`config.mk`:
```
export PLATFORM = sky130hd
export DESIGN_NAME = opb_event_counter_bank
export DESIGN_NICKNAME = d
export VERILOG_FILES = /design/src/rtl/opb_event_counter_bank.sv
export SDC_FILE = /design/constraint.sdc
export NUM_CORES = 1
export LEC_CHECK = 0
export CORE_MARGIN = 2
export CORE_UTILIZATION = 45
export DETAILED_ROUTE_END_ITERATION = 7
export PLACE_DENSITY = 0.76
export SETUP_SLACK_MARGIN = 0.4
export SLEW_MARGIN = 25
export SYNTH_ARGS = -nofsm -noshare
export SYNTH_HDL_FRONTEND = slang
export SYNTH_SLANG_ARGS = --single-unit
export TNS_END_PERCENT = 30
```
`constraint.sdc`:
```
create_clock -name OPB_Clk -period 11.7 [get_ports OPB_Clk]
set_clock_uncertainty 0.1 [all_clocks]
set_input_delay 2.34 -clock OPB_Clk [delete_from_list [all_inputs] [get_ports OPB_Clk]]
set_output_delay 2.34 -clock OPB_Clk [all_outputs]
set_load 0.01 [all_outputs]
```
`src/rtl/opb_event_counter_bank.sv`:
```
// OPB slave holding a bank of event counters with snapshot registers.
// Overflow flags are sticky and cleared by writing ones.
module opb_event_counter_bank #(
  parameter logic [31:0] C_BASEADDR   = 32'hFFFFFFFF,
  parameter logic [31:0] C_HIGHADDR   = 32'h00000000,
  parameter int          C_OPB_AWIDTH = 32,
  parameter int          C_OPB_DWIDTH = 32,
  parameter              C_FAMILY     = "virtex5",
  parameter int          C_NUM_CH     = 4,
  parameter int          C_CNT_WIDTH  = 32,
  parameter int          C_SATURATE   = 0
) (
  input  logic                    OPB_Clk,
  input  logic                    OPB_Rst,
  input  logic [0:C_OPB_AWIDTH-1] OPB_ABus,
  input  logic [0:3]              OPB_BE,
  input  logic [0:C_OPB_DWIDTH-1] OPB_DBus,
  input  logic                    OPB_RNW,
  input  logic                    OPB_select,
  input  logic                    OPB_seqAddr,
  output logic [0:C_OPB_DWIDTH-1] Sl_DBus,
  output logic                    Sl_xferAck,
  output logic                    Sl_errAck,
  output logic                    Sl_retry,
  output logic                    Sl_toutSup,
  input  logic [C_NUM_CH-1:0]     event_in,
  output logic [C_NUM_CH-1:0]     ovf_flag
);

  localparam logic [C_CNT_WIDTH-1:0] LP_MAX = {C_CNT_WIDTH{1'b1}};
  localparam logic [C_CNT_WIDTH-1:0] LP_ONE = C_CNT_WIDTH'(1);

  logic                    r_ack;
  logic [31:0]             r_dbus;
  logic                    r_wr;
  logic [5:0]              r_off;
  logic [31:0]             r_wdata;
  logic                    r_be_b0;
  logic                    r_be_hw;
  logic [C_CNT_WIDTH-1:0]  r_cnt  [C_NUM_CH];
  logic [C_CNT_WIDTH-1:0]  r_snap [C_NUM_CH];
  logic [C_NUM_CH-1:0]     r_flag;

  logic [0:C_OPB_AWIDTH-1] w_rel;
  logic [5:0]              w_off;
  logic                    w_hit;
  logic                    w_start;
  logic [31:0]             w_ctrl;
  logic [31:0]             w_rdata;
  logic                    w_wr_act;
  logic                    w_snap;
  logic                    w_clr;
  logic [C_NUM_CH-1:0]     w_w1c;
  logic [C_NUM_CH-1:0]     w_ovf;
  logic                    w_unused;

  assign w_rel = OPB_ABus - C_BASEADDR;
  assign w_off = w_rel[24:29];
  assign w_hit = OPB_select
              && (OPB_ABus >= C_BASEADDR)
              && (OPB_ABus <= C_HIGHADDR);
  // A new transfer may only start while no ack is showing.
  assign w_start = w_hit & ~r_ack;

  assign w_ctrl = {8'(C_NUM_CH), 8'(C_CNT_WIDTH),
                   15'd0, 1'(C_SATURATE)};

  always_comb begin
    w_rdata = '0;
    if (w_off == 6'd0) begin
      w_rdata = w_ctrl;
    end else if (w_off == 6'd1) begin
      w_rdata = 32'(r_flag);
    end else begin
      for (int i = 0; i < C_NUM_CH; i++) begin
        if (w_off == 6'(i + 2)) begin
          w_rdata = 32'(r_snap[i]);
        end
      end
    end
  end

  always_ff @(posedge OPB_Clk or posedge OPB_Rst) begin
    if (OPB_Rst) begin
      r_ack   <= 1'b0;
      r_dbus  <= '0;
      r_wr    <= 1'b0;
      r_off   <= '0;
      r_wdata <= '0;
      r_be_b0 <= 1'b0;
      r_be_hw <= 1'b0;
    end else begin
      r_ack  <= w_start;
      r_dbus <= (w_start && OPB_RNW) ? w_rdata : '0;
      r_wr   <= w_start & ~OPB_RNW;
      if (w_start) begin
        r_off   <= w_off;
        r_wdata <= OPB_DBus;
        r_be_b0 <= OPB_BE[3];
        r_be_hw <= OPB_BE[2] | OPB_BE[3];
      end
    end
  end

  // Writes take effect at the end of the ack cycle.
  assign w_wr_act = r_ack & r_wr;
  assign w_snap = w_wr_act && (r_off == 6'd0)
               && r_be_b0 && r_wdata[0];
  assign w_clr  = w_wr_act && (r_off == 6'd0)
               && r_be_b0 && r_wdata[1];
  assign w_w1c  = (w_wr_act && (r_off == 6'd1) && r_be_hw)
               ? r_wdata[C_NUM_CH-1:0] : '0;

  always_comb begin
    w_ovf = '0;
    for (int i = 0; i < C_NUM_CH; i++) begin
      w_ovf[i] = event_in[i] & ~w_clr & (r_cnt[i] == LP_MAX);
    end
  end

  always_ff @(posedge OPB_Clk or posedge OPB_Rst) begin
    if (OPB_Rst) begin
      for (int i = 0; i < C_NUM_CH; i++) begin
        r_cnt[i]  <= '0;
        r_snap[i] <= '0;
      end
      r_flag <= '0;
    end else begin
      for (int i = 0; i < C_NUM_CH; i++) begin
        if (w_snap) begin
          r_snap[i] <= r_cnt[i];
        end
        if (w_clr) begin
          r_cnt[i] <= C_CNT_WIDTH'(event_in[i]);
        end else if (event_in[i]) begin
          if (w_ovf[i]) begin
            r_cnt[i] <= (C_SATURATE != 0) ? LP_MAX : '0;
          end else begin
            r_cnt[i] <= r_cnt[i] + LP_ONE;
          end
        end
      end
      // A fresh overflow wins over a simultaneous clear.
      r_flag <= (r_flag & ~w_w1c) | w_ovf;
    end
  end

  assign Sl_DBus    = r_dbus;
  assign Sl_xferAck = r_ack;
  assign Sl_errAck  = 1'b0;
  assign Sl_retry   = 1'b0;
  assign Sl_toutSup = 1'b0;
  assign ovf_flag   = r_flag;

  assign w_unused = ^{OPB_seqAddr, OPB_BE[0:1], w_rel,
                      r_wdata, C_FAMILY};

endmodule

```
==> results.sh <==
export IMPL_status="finished clean"
export IMPL_crit_chain="clkdlybuf4s50_1 > inv_1 > nor2_1 > nand2_1 > o31ai_1"
export IMPL_vias_per_cell=5.85
export IMPL_hold_buffers=0
export IMPL_tightest_slew_ps=970
export IMPL_min_to="r_wdata[3]"
export IMPL_synth_edff_count=0
export IMPL_critPathRequiredTime_ps=11940
export IMPL_crit_type="in -> reg"
export IMPL_ys_flop_type="dfrtp_1"
export IMPL_cpPeakStageDelay_ps=800
export IMPL_grt_max_degree=111
export IMPL_synth_seq_area_share_pct=50.4
export IMPL_cts_buffers=17
export IMPL_netlist_area_mm2=0.00883
export IMPL_clk_pin_slew_ps=70
export IMPL_cts_resized=0
export IMPL_grt_pass1_vias=6901
export IMPL_cts_tree="done"
export IMPL_cp_max_fo=12
export IMPL_p_per_area_mw_per_mm2=135
export IMPL_nets=1045
export IMPL_peakVddDrop_uv=104
export IMPL_holdPathStages=0
export IMPL_initialDrtViolationCount=620
export IMPL_vias=7269
export IMPL_dr_pass1_iters=4
export IMPL_seqPwrFrac_pct=49.4
export IMPL_ys_warnings_count=0
export IMPL_netlist_instances=912
export IMPL_core_mm2=0.0193
export IMPL_mostFrequentLayoutCells="178 x dfrtp_1, 83 x nand3_1, 82 x nand2_1, 55 x nand4_1, 51 x o21ai_0"
export IMPL_track_usage_pct=19.9
export IMPL_dp_slack_ps=6680
export IMPL_synth_area_leaders="dfrtp_1 50%, nand3_1 4.7%, nand4_1 3.9%"
export IMPL_power_leakage_nw=4.31
export IMPL_mostFrequentLayoutCell="dfrtp_1"
export IMPL_seq_area_mm2=0.00445
export IMPL_postCtsSetupBuffers=0
export IMPL_p_int_w=0.00103
export IMPL_maxCapViolCount=0
export IMPL_start_util_pct=45.7
export IMPL_worstHoldPathType="reg -> reg"
export IMPL_grt_overflow=0
export IMPL_cp_start_kind="primary input"
export IMPL_multi_input_area_mm2=0.00417
export IMPL_die_h_um=144
export IMPL_grt_setup_unrepaired="false"
export IMPL_setup_viol=0
export IMPL_finalCritPeriodShare_pct=39.1
export IMPL_grt_pass1_wl_mm=33.1
export IMPL_fmax_ghz=0.218
export IMPL_detailed_place_hpwl_mm=12.1
export IMPL_clock_latency_ps=440
export IMPL_root_buffer="clkbuf_16"
export IMPL_reg2reg_depth=6
export IMPL_syn2layout_area_growth_pct=15.2
export IMPL_antenna_found_initial=0
export IMPL_synth_distinct_cells=71
export IMPL_pwr_share_clk_pct=43.1
export IMPL_ant_nets=0
export IMPL_p_sw_share_pct=25.4
export IMPL_gp_congestion=0.805
export IMPL_critical_path_arrival_ps=4820
export IMPL_die_w_um=144
export IMPL_wl_mm=19.7
export IMPL_cts_buffer_depth=2
export IMPL_rr_startpoint="r_cnt[96]"
export IMPL_dieArea_mm2=0.0208
export IMPL_wire_per_inst_um=15.9
export IMPL_pin_count=117
export IMPL_r2r_slack_ps=8510
export IMPL_crit_path_top_delay_cell="clkdlybuf4s50_1"
export IMPL_pwr_share_comb_pct=7.5
export IMPL_synthArstFlopShare_pct=100
export IMPL_end_kind="register"
export IMPL_n_antenna_cell=0
export IMPL_avgSynthCellArea_um2=9.68
export IMPL_port_buffers=42
export IMPL_rows=51
export IMPL_yosys_area_top_type="dfrtp_1"
export IMPL_drv_slew=0
export IMPL_clock_sinks=178
export IMPL_synth_seq_cells=178
export IMPL_min_from="r_wdata[3]"
export IMPL_drc=0
export IMPL_slew_headroom_pct=34.9
export IMPL_power_switching_w=0.000349
export IMPL_finalHoldViolCount=0
export IMPL_drive_gt1_share_pct=7.78
export IMPL_min_period_ps=4580
export IMPL_cts_max_level=4
export IMPL_synth_top_area_share_pct=50.4
export IMPL_layout_setup_ws_ps=7120
export IMPL_r2r_end="r_cnt[105]"
export IMPL_setup_tns_ps=0
export IMPL_nFillCells=1680
routing by layer:
layer  global-route usage [%]  up-vias  wire length (µm)  part of all wire, %
met3                     4.04       24               942                  4.8
met1                     26.0     3616              8930                   45
met4                     6.76        0               314                  1.6
met5                        0        -                 0                    0
li1                         -     3429                 -                    -
met2                     33.1      200              9530                   48
metrics by stage:
step                instances  instance area, µm²  total power [W]  hold WS [ps]  utilization, %
finish                   1242               10200          0.00138           278            52.6
floorplan                 948                8970         0.000757           329               -
CTS                      1242               10200          0.00139           283            52.6
global placement         1210                9560         0.000790           265            49.4
detailed placement       1210                9560         0.000794           268            49.4
global route             1242               10200          0.00143           295            52.6
worst max-delay path: cells and delay by family:
family | cells | cell delay [ps]
simple gates | 2 | 1090
compound gates | 1 | 370
buf+inv | 2 | 1000
state kept, by name, summed over array words and instances, names as in the netlist:
signal	flops
r_cnt	128
Sl_DBus	32
r_off	6
ovf_flag	4
r_wdata	4
Sl_xferAck	1
r_be_b0	1
r_be_hw	1
r_wr	1
synth_stat cells, types with 6 or more instances:
cell type	instances
dfrtp_1	178
nand3_1	83
nand2_1	82
nand4_1	55
o21ai_0	51
nor2_1	49
inv_1	33
or3_1	33
clkbuf_1	31
xor2_1	31
a21oi_1	26
and3_1	25
a31oi_1	24
nor3_1	21
o31ai_1	19
buf_2	16
o211ai_1	14
and4_1	12
a21o_1	9
and2_1	8
nor4_1	8
xnor2_1	8
nor3b_1	7
a22o_1	6
cell families (layout without fill, tap and decap cells):
group                    after synthesis  after routing  synth area share [%]
other                                  1             37                0.0425
buffers and inverters                 87            116                  4.24
adder cells (fa/ha/maj)                4              4                 0.567
flip-flops                           178            178                  50.4
AND/OR/NAND/NOR                      426            426                  27.8
multiplexers                           1              1                 0.113
XOR/XNOR                              39             39                  3.87
AO/OA/AOI/OAI                        176            176                  12.9
worst max path at each step:
stage                      from          to  slack (ps)
global route        event_in[0]  r_cnt[123]        6930
detailed placement  event_in[0]  r_cnt[112]        6680
global placement    event_in[0]  r_cnt[106]        6710
CTS                 event_in[0]  r_cnt[112]        7170
finish              event_in[0]  r_cnt[112]        7120
floorplan               OPB_Rst  Sl_DBus[0]        4430
power groups by stage:
stage | combinational, W | sequential [W] | clock, W
after floorplan | 0.0000700 | 0.000687 | 0
after global placement | 0.000101 | 0.000689 | 0
after detailed placement | 0.000104 | 0.000691 | 0
after CTS | 0.000104 | 0.000679 | 0.000605
after global routing | 0.000118 | 0.000685 | 0.000628
final | 0.000103 | 0.000680 | 0.000595
final cells by class:
| type | count | share of cell area [%] |
|---|---|---|
| inverter | 34 | 1.33 |
| multi-input combinational | 683 | 40.9 |
| clock buffer | 18 | 4.22 |
| sequential | 178 | 43.8 |
| tap | 265 | 3.26 |
| timing repair buffer | 50 | 4.72 |
| clock inverter | 14 | 1.76 |
Power figures use the tool's default switching activity.
